--- src/rtl/multdiv_issue_ctrl.sv ---
// Issues one mult/div to multdiv with held operands, stalls the pipe until a result or timeout.
// Latency: RDY at WAIT count N gives wb_valid N+3 cycles after issue; DONE holds until wb_ready.
module multdiv_issue_ctrl #(
  parameter int MIN_WAIT   = 2,
  parameter int TIMEOUT    = 40,
  parameter int STATUS_REG = 30,
  parameter int EXC_MULT   = 4,
  parameter int EXC_DIV    = 5
) (
  input  logic        clock,
  input  logic        resetn,
  input  logic        issue_valid,
  input  logic        issue_is_div,
  input  logic [31:0] issue_opA,
  input  logic [31:0] issue_opB,
  input  logic [4:0]  issue_rd,
  input  logic [31:0] md_result,
  input  logic        md_exception,
  input  logic        md_resultRDY,
  input  logic        wb_ready,
  output logic [31:0] md_operandA,
  output logic [31:0] md_operandB,
  output logic        ctrl_MULT,
  output logic        ctrl_DIV,
  output logic        stall,
  output logic        busy,
  output logic        wb_valid,
  output logic        wb_we,
  output logic [4:0]  wb_rd,
  output logic [31:0] wb_data
);

  localparam int CW = $clog2(TIMEOUT + 1);

  typedef enum logic [1:0] {S_IDLE, S_START, S_WAIT, S_DONE} state_t;

  state_t          state, state_nxt;
  logic [31:0]     op_a, op_b, res;
  logic [4:0]      rd;
  logic            is_div, exc;
  logic [CW-1:0]   cnt;
  logic            ctrl_mult_q, ctrl_div_q;
  logic            rdy_ok, timed_out;

  // multdiv's counter is not settled for the first MIN_WAIT cycles, so early RDY is noise
  assign rdy_ok    = md_resultRDY && (cnt >= CW'(MIN_WAIT));
  assign timed_out = (cnt == CW'(TIMEOUT));

  always_ff @(posedge clock) begin
    if (!resetn) state <= S_IDLE;
    else         state <= state_nxt;
  end

  always_comb begin
    state_nxt = state;
    stall     = 1'b0;
    wb_valid  = 1'b0;
    wb_we     = 1'b0;
    wb_rd     = 5'd0;
    wb_data   = 32'd0;
    case (state)
      S_IDLE: begin
        stall = issue_valid;
        if (issue_valid) state_nxt = S_START;
      end
      S_START: begin
        stall     = 1'b1;
        state_nxt = S_WAIT;
      end
      S_WAIT: begin
        stall = 1'b1;
        if (rdy_ok || timed_out) state_nxt = S_DONE;
      end
      S_DONE: begin
        wb_valid = 1'b1;
        stall    = ~wb_ready;
        if (exc) begin
          wb_rd   = 5'(STATUS_REG);
          wb_data = is_div ? 32'(EXC_DIV) : 32'(EXC_MULT);
          wb_we   = 1'b1;
        end else begin
          wb_rd   = rd;
          wb_data = res;
          wb_we   = (rd != 5'd0);
        end
        if (wb_ready) state_nxt = S_IDLE;
      end
      default: state_nxt = S_IDLE;
    endcase
  end

  always_ff @(posedge clock) begin
    if (!resetn) begin
      op_a        <= 32'd0;
      op_b        <= 32'd0;
      rd          <= 5'd0;
      is_div      <= 1'b0;
      res         <= 32'd0;
      exc         <= 1'b0;
      cnt         <= '0;
      ctrl_mult_q <= 1'b0;
      ctrl_div_q  <= 1'b0;
    end else begin
      ctrl_mult_q <= 1'b0;
      ctrl_div_q  <= 1'b0;
      case (state)
        S_IDLE: begin
          if (issue_valid) begin
            op_a        <= issue_opA;
            op_b        <= issue_opB;
            rd          <= issue_rd;
            is_div      <= issue_is_div;
            ctrl_div_q  <= issue_is_div;
            ctrl_mult_q <= ~issue_is_div;
          end
        end
        S_START: cnt <= '0;
        S_WAIT: begin
          cnt <= cnt + CW'(1);
          if (rdy_ok) begin
            res <= md_result;
            exc <= md_exception;
          end else if (timed_out) begin
            res <= 32'd0;
            exc <= 1'b1;
          end
        end
        default: ;
      endcase
    end
  end

  // operands stay on the bus from capture through writeback since multdiv re-latches each cycle
  assign md_operandA = op_a;
  assign md_operandB = op_b;
  assign ctrl_MULT   = ctrl_mult_q;
  assign ctrl_DIV    = ctrl_div_q;
  assign busy        = (state != S_IDLE);

endmodule

--- config.mk ---
export PLATFORM = sky130hd
export DESIGN_NAME = multdiv_issue_ctrl
export DESIGN_NICKNAME = d
export VERILOG_FILES = /design/src/rtl/multdiv_issue_ctrl.sv
export SDC_FILE = /design/constraint.sdc
export NUM_CORES = 1
export LEC_CHECK = 0
export CELL_PAD_IN_SITES_DETAIL_PLACEMENT = 2
export CELL_PAD_IN_SITES_GLOBAL_PLACEMENT = 2
export CORE_ASPECT_RATIO = 0.7
export CORE_UTILIZATION = 24
export CTS_CLUSTER_SIZE = 12
export DETAILED_ROUTE_END_ITERATION = 7
export GPL_ROUTABILITY_DRIVEN = 0
export GPL_TIMING_DRIVEN = 0
export PLACE_DENSITY_LB_ADDON = 0.1
export SYNTH_ARGS = -nofsm -noshare
export SYNTH_HDL_FRONTEND = slang
export SYNTH_SLANG_ARGS = --single-unit
--- constraint.sdc ---
create_clock -name clock -period 2.6 [get_ports clock]
set_input_delay 0.39 -clock clock [delete_from_list [all_inputs] [get_ports clock]]
set_output_delay 0.39 -clock clock [all_outputs]
set_load 0.02 [all_outputs]
==> results.cfg <==
[run_status]
outcome = complete, no violations

[logic_synthesis]
syn_avg_cell_area_um2 = 11.6
synth_edf_count = 0
yosys-top-cells-count = 113 x dfxtp_1, 69 x a22o_1, 32 x a32o_1, 32 x and2_1, 20 x clkbuf_1
synth_warnings = 0
synth.yosys.seq_area_share = 0.568
netlist_instances = 343
yosysMostFrequentCell = dfxtp_1
yosysTopAreaCell = dfxtp_1
synth_top_cell_area_share = 0.568
synthTopCellsByArea = dfxtp_1 57%, a22o_1 15%, a32o_1 8.0%
ys.flop_type = dfxtp_1
syn-num-nets = 457
synth.distinct_cells = 30
synth_async_sr_flop_share = 0
ys_ff_latch = 113
synth_area_um2 = 3980

[global_route]
antenna_found_initial = 0
grt_pass1_vias = 3976
gr-total-overflow = 0
grt_max_degree = 17
grt_usage = 0.172
grt_pass1_wl_um = 22200

[clocking]
cts_root_buffer = clkbuf_16
clk_pin_slew_ps = 50
clk_latency_ps = 400
cts_tree = yes
ctsHoldBuffers = 0
cts_setup_buffers = 0
cts.sinks = 113
cts_buffers = 17
cts.path.max_buffers = 2
htree_num_levels = 4

[routing]
viasPerCell = 4.55
first_pass_iters = 4
finalWirelength_um = 14700
vias = 3665
drtAntennaViolNets = 0
drc = 0
wl_per_cell_um = 18.2
drt_iter0_markers = 121

[worst_setup_path]
crit_path_max_fanout = 9
crit_slowest_cell = or4_1
crit_type = reg2out
cp-start-kind = flop
path_buf_inv = 2
crit_chain = clkbuf_1 > or4_1 > o31a_1 > dlygate4sd2_1
crit_path_end_kind = primary output
path_delay_family = buffers and inverters
slowest_delay_ps = 570
cp.arrival_ps = 2060
required_ps = 2210

[cells_and_area]
drive_gt1_frac = 0.0887
num-nets-final = 688
area_delta_synth_final_pct = 76.2
multiInputGateArea_um2 = 1560
final_util = 0.443
design_area_um2 = 7020
antenna_cells = 0
regArea_um2 = 2260
fill_cells = 1634

[pwr]
irDropWorstVdd_mv = 0.386
powerDensity_nw_per_um2 = 851
power.leakage_nw = 2.85
p_total_mw = 5.97

[timing]
whs_ps = 464
max_slew_margin = 0.478
finalCritPeriodShare = 0.942
period_needed_ps = 2450
hold_viol = 0
fin_skew_ps = 6.51
max_clock_freq_mhz = 408
worstMarginPinSlew_ps = 784
rsz0062_at_grt = no
setup_viol = 0
slew_violations = 0

[floorplanning]
io_pins = 215
fp.dieArea_um2 = 17100
rows = 38
coreArea_um2 = 15800
die_w_um = 156
die_h_um = 110
initial_core_util = 0.252

[placement]
dp_hpwl_um = 11200
dpl-instance-area_um2 = 6400
port_buffers = 214

[flow_run]
cap_violations = 0

[min_path]
min_path_type = reg2reg
flip-flops by register name, summed over array words and instances (netlist names):
signal	count
state	2
cnt	6
is_div	1
res	32
md_operandA	32
ctrl_DIV	1
md_operandB	32
ctrl_MULT	1
rd	5
exc	1
path summary, 6_finish.rpt:
kind / end / start / depth (start not counted) / slack [ps]
max reg2reg: md_operandA[19] / state[0] / 5 / 520
max: wb_we / exc / 4 / 150
min: is_div / is_div / 1 / 460
min reg2reg: is_div / is_div / 1 / 460
layer usage:
metal  share of wire  wire length (um)  global-route usage
met3           0.067               978              0.0583
met1            0.44              6520               0.211
met4          0.0059                87              0.0504
met2            0.48              7080               0.286
met5               0                 0                   0
metrics by stage:
step	TNS, ps	std cells	setup slack, ps
floorplan	0	343	630
global placement	-5030	777	-243
detailed placement	-7390	777	-269
CTS	0	806	27.0
global route	0	806	27.4
finish	0	806	152
area by class of cell:
| cell class | count | area share |
|---|---|---|
| Sequential cell | 113 | 0.322 |
| Timing Repair Buffer | 214 | 0.300 |
| Multi-Input combinational cell | 190 | 0.223 |
| Clock buffer | 18 | 0.0626 |
| Tap cell | 220 | 0.0392 |
| Clock inverter | 13 | 0.0267 |
| Buffer | 30 | 0.0219 |
| Inverter | 8 | 0.00428 |
power by group:
part / switching, mW / total [mW] / internal, mW / leakage, nW
sequential: 0.140 / 2.09 / 1.95 / 0.922
clock: 0.826 / 2.45 / 1.63 / 0.298
combinational: 0.717 / 1.43 / 0.708 / 1.63
cells by family after synthesis:
kind of cell | count (synthesis) | synth area share
simple gates | 60 | 0.0877
buf+inv | 40 | 0.0459
flops | 113 | 0.568
mux | 3 | 0.00754
fa+ha+maj | 6 | 0.0188
xor+xnor | 5 | 0.0110
compound gates | 116 | 0.261
repair_timing:
action                                 CTS  global route
resized for setup                       41             2
setup endpoints to repair               35             1
endpoints found under the hold margin    0             0
layout by cell type (no fill, tap or decap), types with 4 or more instances in the layout:
| cell type | synthesis | layout |
|---|---|---|
| dlygate4sd2_1 | 0 | 31 |
| dfxtp_1 | 113 | 113 |
| clkbuf_16 | 0 | 17 |
| a22o_1 | 69 | 69 |
| clkbuf_1 | 20 | 15 |
| bufinv_16 | 0 | 4 |
| and2_1 | 32 | 32 |
| nor2_1 | 10 | 10 |
| a32o_1 | 32 | 32 |
| xor2_1 | 4 | 4 |
| inv_1 | 8 | 8 |
| clkinv_4 | 0 | 4 |
| buf_2 | 8 | 8 |
| nand2_1 | 4 | 4 |
| ha_1 | 6 | 4 |
| o21a_1 | 5 | 5 |
| clkdlybuf4s50_1 | 0 | 182 |
No activity file was read; power rests on OpenSTA's default activity.
